$ cat config.mk
export PLATFORM = sky130hd
export DESIGN_NAME = dot_seq_ctrl
export DESIGN_NICKNAME = d
export VERILOG_FILES = /design/src/rtl/dot_seq_ctrl.sv
export SDC_FILE = /design/constraint.sdc
export NUM_CORES = 1
export LEC_CHECK = 0
export BUFFER_PORTS_ARGS = -buffer_cell sky130_fd_sc_hd__buf_2
export CORE_MARGIN = 2
export CORE_UTILIZATION = 40
export CTS_BUF_LIST = sky130_fd_sc_hd__clkbuf_8
export DETAILED_ROUTE_END_ITERATION = 6
export GPL_TIMING_DRIVEN = 0
export HOLD_SLACK_MARGIN = 0.08
export PLACE_DENSITY = 0.61
export SLEW_MARGIN = 20
export SYNTH_ARGS = -nofsm -noshare
export SYNTH_HDL_FRONTEND = slang
export SYNTH_SLANG_ARGS = --single-unit
$ cat constraint.sdc
create_clock -name clk -period 4.1 [get_ports clk]
set_input_delay 0.82 -clock clk [delete_from_list [all_inputs] [get_ports clk]]
set_output_delay 0.82 -clock clk [all_outputs]
set_load 0.03 [all_outputs]
$ cat src/rtl/dot_seq_ctrl.sv
// Purpose: sequences one signed 8x8 MAC job; streams operand pairs from two buffers, seeds the
//          accumulator with a bias, drains the MAC pipeline, applies optional ReLU.
// Latency: result_valid rises after edge E(len+2) from the start edge E0 (after E2 for len=0).
// Backpressure: result is held in OUT until out_ready; no reads or MAC activity while waiting.
//
// Ports:
//   clk, sclr                      clock, asynchronous active-high reset (shared with the MAC)
//   start, len, base_a, base_b,    job request and parameters, latched in IDLE
//   bias, relu_en
//   rd_en, addr_a, addr_b          buffer read port (read data returns the following cycle)
//   act_in, wgt_in                 signed buffer read data
//   mac_ce, mac_a, mac_b, mac_c    MAC control/operands (p <= a*b + c on ce)
//   mac_p                          MAC registered output
//   result, result_valid,          final sum with valid/ready handshake
//   out_ready
//   busy                           job in progress
module dot_seq_ctrl #(
    parameter int ADDR_W = 8,
    parameter int ACC_W  = 24
) (
    input  logic                     clk,
    input  logic                     sclr,
    input  logic                     start,
    input  logic [ADDR_W:0]          len,
    input  logic [ADDR_W-1:0]        base_a,
    input  logic [ADDR_W-1:0]        base_b,
    input  logic [ACC_W-1:0]         bias,
    input  logic                     relu_en,
    output logic                     rd_en,
    output logic [ADDR_W-1:0]        addr_a,
    output logic [ADDR_W-1:0]        addr_b,
    input  logic [7:0]               act_in,
    input  logic [7:0]               wgt_in,
    output logic                     mac_ce,
    output logic [7:0]               mac_a,
    output logic [7:0]               mac_b,
    output logic [ACC_W-1:0]         mac_c,
    input  logic [ACC_W-1:0]         mac_p,
    output logic [ACC_W-1:0]         result,
    output logic                     result_valid,
    input  logic                     out_ready,
    output logic                     busy
);

    typedef enum logic [2:0] {
        IDLE = 3'd0,
        RUN  = 3'd1,
        LAST = 3'd2,
        CAPT = 3'd3,
        OUT  = 3'd4
    } state_t;

    localparam logic [ADDR_W:0] ONE = {{ADDR_W{1'b0}}, 1'b1};

    state_t              state;
    logic [ADDR_W:0]     len_r;
    logic [ADDR_W:0]     i;          // index of the next tap to issue
    logic [ADDR_W-1:0]   base_a_r;
    logic [ADDR_W-1:0]   base_b_r;
    logic [ACC_W-1:0]    bias_r;
    logic                relu_r;
    logic                zero_len;
    logic                cap_dly;    // extra CAPT cycle for empty jobs, keeps len=0 timing at E2
    logic                feed;       // rd_en delayed one cycle: buffer data is at the MAC inputs
    logic                tap0_pend;  // next fed tap is tap 0, so its addend is the bias

    logic [ACC_W-1:0]    capt_val;

    // MAC drive: operands come straight from the buffer read data during feed cycles.
    // Later taps chain through the MAC's own registered output.
    assign mac_ce = feed;
    assign mac_a  = feed ? act_in : 8'd0;
    assign mac_b  = feed ? wgt_in : 8'd0;
    assign mac_c  = !feed ? '0 : (tap0_pend ? bias_r : mac_p);

    assign capt_val = zero_len ? bias_r : mac_p;

    always_ff @(posedge clk or posedge sclr) begin
        if (sclr) begin
            state        <= IDLE;
            len_r        <= '0;
            i            <= '0;
            base_a_r     <= '0;
            base_b_r     <= '0;
            bias_r       <= '0;
            relu_r       <= 1'b0;
            zero_len     <= 1'b0;
            cap_dly      <= 1'b0;
            feed         <= 1'b0;
            tap0_pend    <= 1'b0;
            rd_en        <= 1'b0;
            addr_a       <= '0;
            addr_b       <= '0;
            result       <= '0;
            result_valid <= 1'b0;
            busy         <= 1'b0;
        end else begin
            feed <= rd_en;
            if (feed) begin
                tap0_pend <= 1'b0;
            end

            case (state)
                IDLE: begin
                    if (start) begin
                        len_r    <= len;
                        base_a_r <= base_a;
                        base_b_r <= base_b;
                        bias_r   <= bias;
                        relu_r   <= relu_en;
                        cap_dly  <= 1'b0;
                        busy     <= 1'b1;
                        if (len == '0) begin
                            zero_len <= 1'b1;
                            i        <= '0;
                            state    <= CAPT;
                        end else begin
                            // Tap 0 is issued straight from the start inputs.
                            zero_len  <= 1'b0;
                            tap0_pend <= 1'b1;
                            rd_en     <= 1'b1;
                            addr_a    <= base_a;
                            addr_b    <= base_b;
                            i         <= ONE;
                            state     <= RUN;
                        end
                    end
                end

                RUN: begin
                    if (i == len_r) begin
                        rd_en <= 1'b0;
                        state <= LAST;
                    end else begin
                        // Address sums wrap modulo 2^ADDR_W by truncation.
                        addr_a <= base_a_r + i[ADDR_W-1:0];
                        addr_b <= base_b_r + i[ADDR_W-1:0];
                        i      <= i + ONE;
                    end
                end

                LAST: begin
                    state <= CAPT;
                end

                CAPT: begin
                    if (zero_len && !cap_dly) begin
                        cap_dly <= 1'b1;
                    end else begin
                        if (relu_r && capt_val[ACC_W-1]) begin
                            result <= '0;
                        end else begin
                            result <= capt_val;
                        end
                        result_valid <= 1'b1;
                        state        <= OUT;
                    end
                end

                OUT: begin
                    if (out_ready) begin
                        result_valid <= 1'b0;
                        busy         <= 1'b0;
                        state        <= IDLE;
                    end
                end

                default: begin
                    state <= IDLE;
                end
            endcase
        end
    end

endmodule

Word-level counts from Yosys, hierarchy flattened
Index checks and enable logic that the tools add are counted.
{"block": "word_totals", "ff_bits": 109, "input_bits": 94, "out_inout_bits": 84, "word_cells": 92}
{"block": "op_classes", "n_addsub": 3, "eq_ne": 12, "muxes": 41, "bitwise_logic": 1, "n_reduce_logical": 18}
{"cell": "2-to-1 mux 24 bit", "n": 4}
{"cell": "2-to-1 mux 8 bit", "n": 8}
{"cell": "one-hot mux 8 bit (2 select lines)", "n": 2}
{"cell": "2-to-1 mux 9 bit", "n": 2}
{"cell": "one-hot mux 9 bit (2 select lines)", "n": 1}
{"cell": "adder 8 bit", "n": 2}
{"cell": "one-hot mux 3 bit (5 select lines)", "n": 1}
{"cell": "2-to-1 mux 1 bit", "n": 14}
{"cell": "inequality test 2 bit, second input constant", "n": 7}
{"cell": "2-to-1 mux 3 bit", "n": 4}
{"cell": "AND reduction 3 bit", "n": 4}
{"cell": "AND reduction 4 bit", "n": 3}
{"cell": "adder 9 x 1 -> 9 bit, second input constant", "n": 1}
{"cell": "equality test 9 bit", "n": 1}
{"cell": "zero test 9 bit", "n": 1}
{"cell": "one-hot mux 1 bit (2 select lines)", "n": 4}
{"cell": "nonzero test 2 bit", "n": 4}
{"cell": "equality test 3 x 2 -> 1 bit, second input constant", "n": 2}
{"cell": "AND reduction 2 bit", "n": 2}
{"cell": "equality test 3 x 1 -> 1 bit, second input constant", "n": 1}
{"cell": "equality test 3 bit, second input constant", "n": 1}
{"cell": "zero test 3 bit", "n": 1}
{"cell": "logical AND 1 bit", "n": 2}
{"cell": "2-to-1 mux 2 bit", "n": 1}
{"cell": "2 further kinds", "n": 2}

Longest topological paths before layout
{"block": "depth", "ltp_word": 4, "depth_mapped": 8, "mapped_depth_nobuf": 8}

Worst setup path before layout
OpenSTA, ideal clock, no wires.
{"block": "synth_path", "path_kind": "reg2out", "startpoint": "register tap0_pend", "endpoint": "output mac_c[10]", "t_arrival_ns": 1.456, "required_time_ns": 3.280, "setup_slack_ns": 1.824, "stages_incl_launch_ff": 5, "path_buffers": 2, "cell_sequence": "dfrtp_1 clkbuf_1 buf_2 mux2i_1 nor2b_1"}
{"block": "synth_via", "elab_chain_cells": 2}
{"element": "start, declared", "line_no": "65", "text": "logic tap0_pend;"}
{"element": "start signal, assigned", "line_no": "90", "text": "tap0_pend <= 1'b0;"}
{"element": "start signal, assigned", "line_no": "100", "text": "tap0_pend <= 1'b0;"}
{"element": "start signal, assigned", "line_no": "120", "text": "tap0_pend <= 1'b1;"}
{"element": "2-to-1 mux 24 bit (2 in series)", "line_no": "74", "text": "assign mac_c = !feed ? '0 : (tap0_pend ? bias_r : mac_p);"}
{"element": "end, declared", "line_no": "37", "text": "output logic [ACC_W-1:0] mac_c,"}
No other way between the ends.

Worst setup path in the final report
{"block": "layout_path", "startpoint": "register tap0_pend", "endpoint": "output mac_c[19]"}
The elaborated chain is that of the path after synthesis.

==> flow_summary_export.csv <==
group,metric,value,unit
outcome,run_status,"complete, no violations",
finish,syn2layout_area_growth,22.9,%
timing,max_slew_margin,0.471,
timing,fin_crit,2870,ps
synth,syn_nets,671,
timing,setup_viol,0,
drt,vias_per_cell,5.24,
timing,rsz0062_at_grt,"no",
worst_setup_path,critPathMaxFanout,10,
place,gp_congestion,0.861,
die,start_util,0.411,
clock_network,ctsRootBufferMaster,"clkbuf_8",
place,place_hpwl,12300,um
drt,drc_errors,0,
clock_network,cts_setup_buffers,0,
timing,hold-worst-slack,405,ps
grt,grt_max_degree,79,
place,placed_cell_area,7140,um^2
timing,max_freq,348,MHz
synth,synth_cells,560,
finish,post-route-util,0.505,
place,pre_cts_ws,1570,ps
die,die_area,16000,um^2
finish,num-fill-cells,1366,
synth,synth_warnings,0,
die,fp.coreArea,14600,um^2
drt,vias,4911,
grt,grt_pass1_wl,25700,um
clock_network,insertion_delay,380,ps
synth,synth_edf_count,0,
power,power.density,756,nW/um^2
clock_network,cts_tree,"built",
timing,tightest_slew,794,ps
timing,fin_ws,1230,ps
timing,drv_slew,0,
place,placed_cells,922,
die,die_h,126,um
run,max-cap-violations,0,
finish,num-nets-final,860,
drt,drt_iter0_markers,249,
grt,antenna_found_initial,0,
worst_setup_path,cp.required,3280,ps
grt,grt_overflow,0,
worst_setup_path,end_kind,"output pin",
grt,grt_pass1_vias,4958,
power,totalPowerFinal,5.57,mW
clock_network,clock_sinks,109,
power,vdd.ir_drop.worst,0.000417,V
clock_network,cts-buffers-inserted,9,
worst_setup_path,cp-start-kind,"register",
finish,antenna_cells,0,
timing,finalHoldViolCount,0,
finish,design_area,7370,um^2
drt,drtPass1Iterations,7,
worst_setup_path,r2r_slack,1920,ps
synth,async_flop_share,1.00,
synth,syn-cell-area,5990,um^2
clock_network,cts.path.max_buffers,2,
timing,period_share,0.701,
timing,skew,4.54,ps
die,boundaryPins,178,
synth,synth_ff_type,"dfrtp_1",
worst_setup_path,worstPathArrival,2050,ps
synth,synth-seq-cells,109,
synth,postSynthAreaPerCell,10.7,um^2
drt,drt_wl_total,16100,um
place,port_buffers,177,
finish,drive_above_1_share,0.371,
clock_network,ctsResizeCount,0,
synth,synth_cell_types,49,
die,rows,44,
die,fp.dieW,126,um
synth,yosysSeqAreaShare,0.455,
worst_setup_path,criticalPathCategory,"register to output pin",
grt,track_usage,0.201,
clock_network,clk_pin_slew_worst_paths,100,ps
clock_network,cts-htree-levels,3,
finish,instances_no_fill,938,
timing,setup_tns,0,ps
power,p_leak,3.40,nW
drt,ant_nets,0,
drt,detail_route.wl_per_cell,17.2,um
clock_network,holdBufCountCts,0,
hold_path,hp-class,"input port to asynchronous set/reset pin",
placed cells by master (no fill, tap or decap), drive strengths merged, types with 9 or more instances in the layout:
cell type and count:
dfrtp 109, inv 16, nand2 50, a21oi 10, and2 18, nor2 22, mux2i 52, o21ai 57
a211oi 9, nor2b 26, mux2 61, xnor2 13, clkbuf 27, buf 194, nand3 12, ha 15
cell type report:
type / instances / area (um^2) / area share
Timing Repair Buffer: 178 / 913 / 0.124
Buffer: 32 / 158 / 0.0214
Multi-Input combinational cell: 405 / 3060 / 0.415
Sequential cell: 109 / 2730 / 0.370
Inverter: 14 / 57.6 / 0.00781
Tap cell: 184 / 230 / 0.0312
Clock buffer: 11 / 151 / 0.0205
Clock inverter: 5 / 75.1 / 0.0102
where the power goes:
part           switching, mW  internal, mW  total, mW  leakage (nW)
sequential             0.328          1.56       1.89          1.32
combinational           1.74          1.20       2.94          1.96
clock                  0.369         0.374      0.743         0.118
synth_stat cells (all sizes together) (10+ instances only):
library cell,n,area (um^2)
dfrtp,109,2730
mux2,61,709
o21ai,57,297
mux2i,52,521
nand2,50,198
nor2b,26,163
nor2,22,98.9
and2,18,113
buf,16,96.3
clkbuf,16,61.3
ha,15,188
inv,14,52.6
xnor2,13,121
nand3,12,60.1
a21oi,10,50.1
state kept, by name, summed over array words and instances, names as in the netlist, 3 cells and up:
register  flops
addr_a        8
addr_b        8
base_a_r      8
base_b_r      8
bias_r       24
i             9
len_r         9
result       24
state         3
cell families after synthesis:
family          after synthesis  synth area share
buf+inv                      46            0.0351
compound gates              108             0.110
fa+ha+maj                    17            0.0380
mux                         113             0.205
flops                       109             0.455
xor+xnor                     17            0.0261
simple gates                150             0.131
metal layers:
metal	wire (um)	up-vias	track usage
met5	0	-	0
met4	182	0	0.0685
met3	939	12	0.0337
met2	8100	170	0.349
met1	6920	2378	0.256
li1	-	2351	-
worst max-delay path, stage by stage, from the launching register on:
cell and delay (ps):
dfrtp_1 330, clkbuf_1 390, buf_2 420, mux2i_1 130
nor2b_1 180, buf_2 230
worst paths after layout:
| path | from | endpoint | cells past startpoint |
|---|---|---|---|
| worst min-delay path | sclr | bias_r[15] | 2 |
| worst max-delay path | tap0_pend | mac_c[19] | 5 |
| max in group asynchronous | sclr | busy | 3 |
| worst max register to register | i[0] | addr_a[4] | 8 |
| min in group clk | rd_en | mac_ce | 0 |
| worst min register to register | rd_en | mac_ce | 0 |
(Power assumes the default switching activity.)
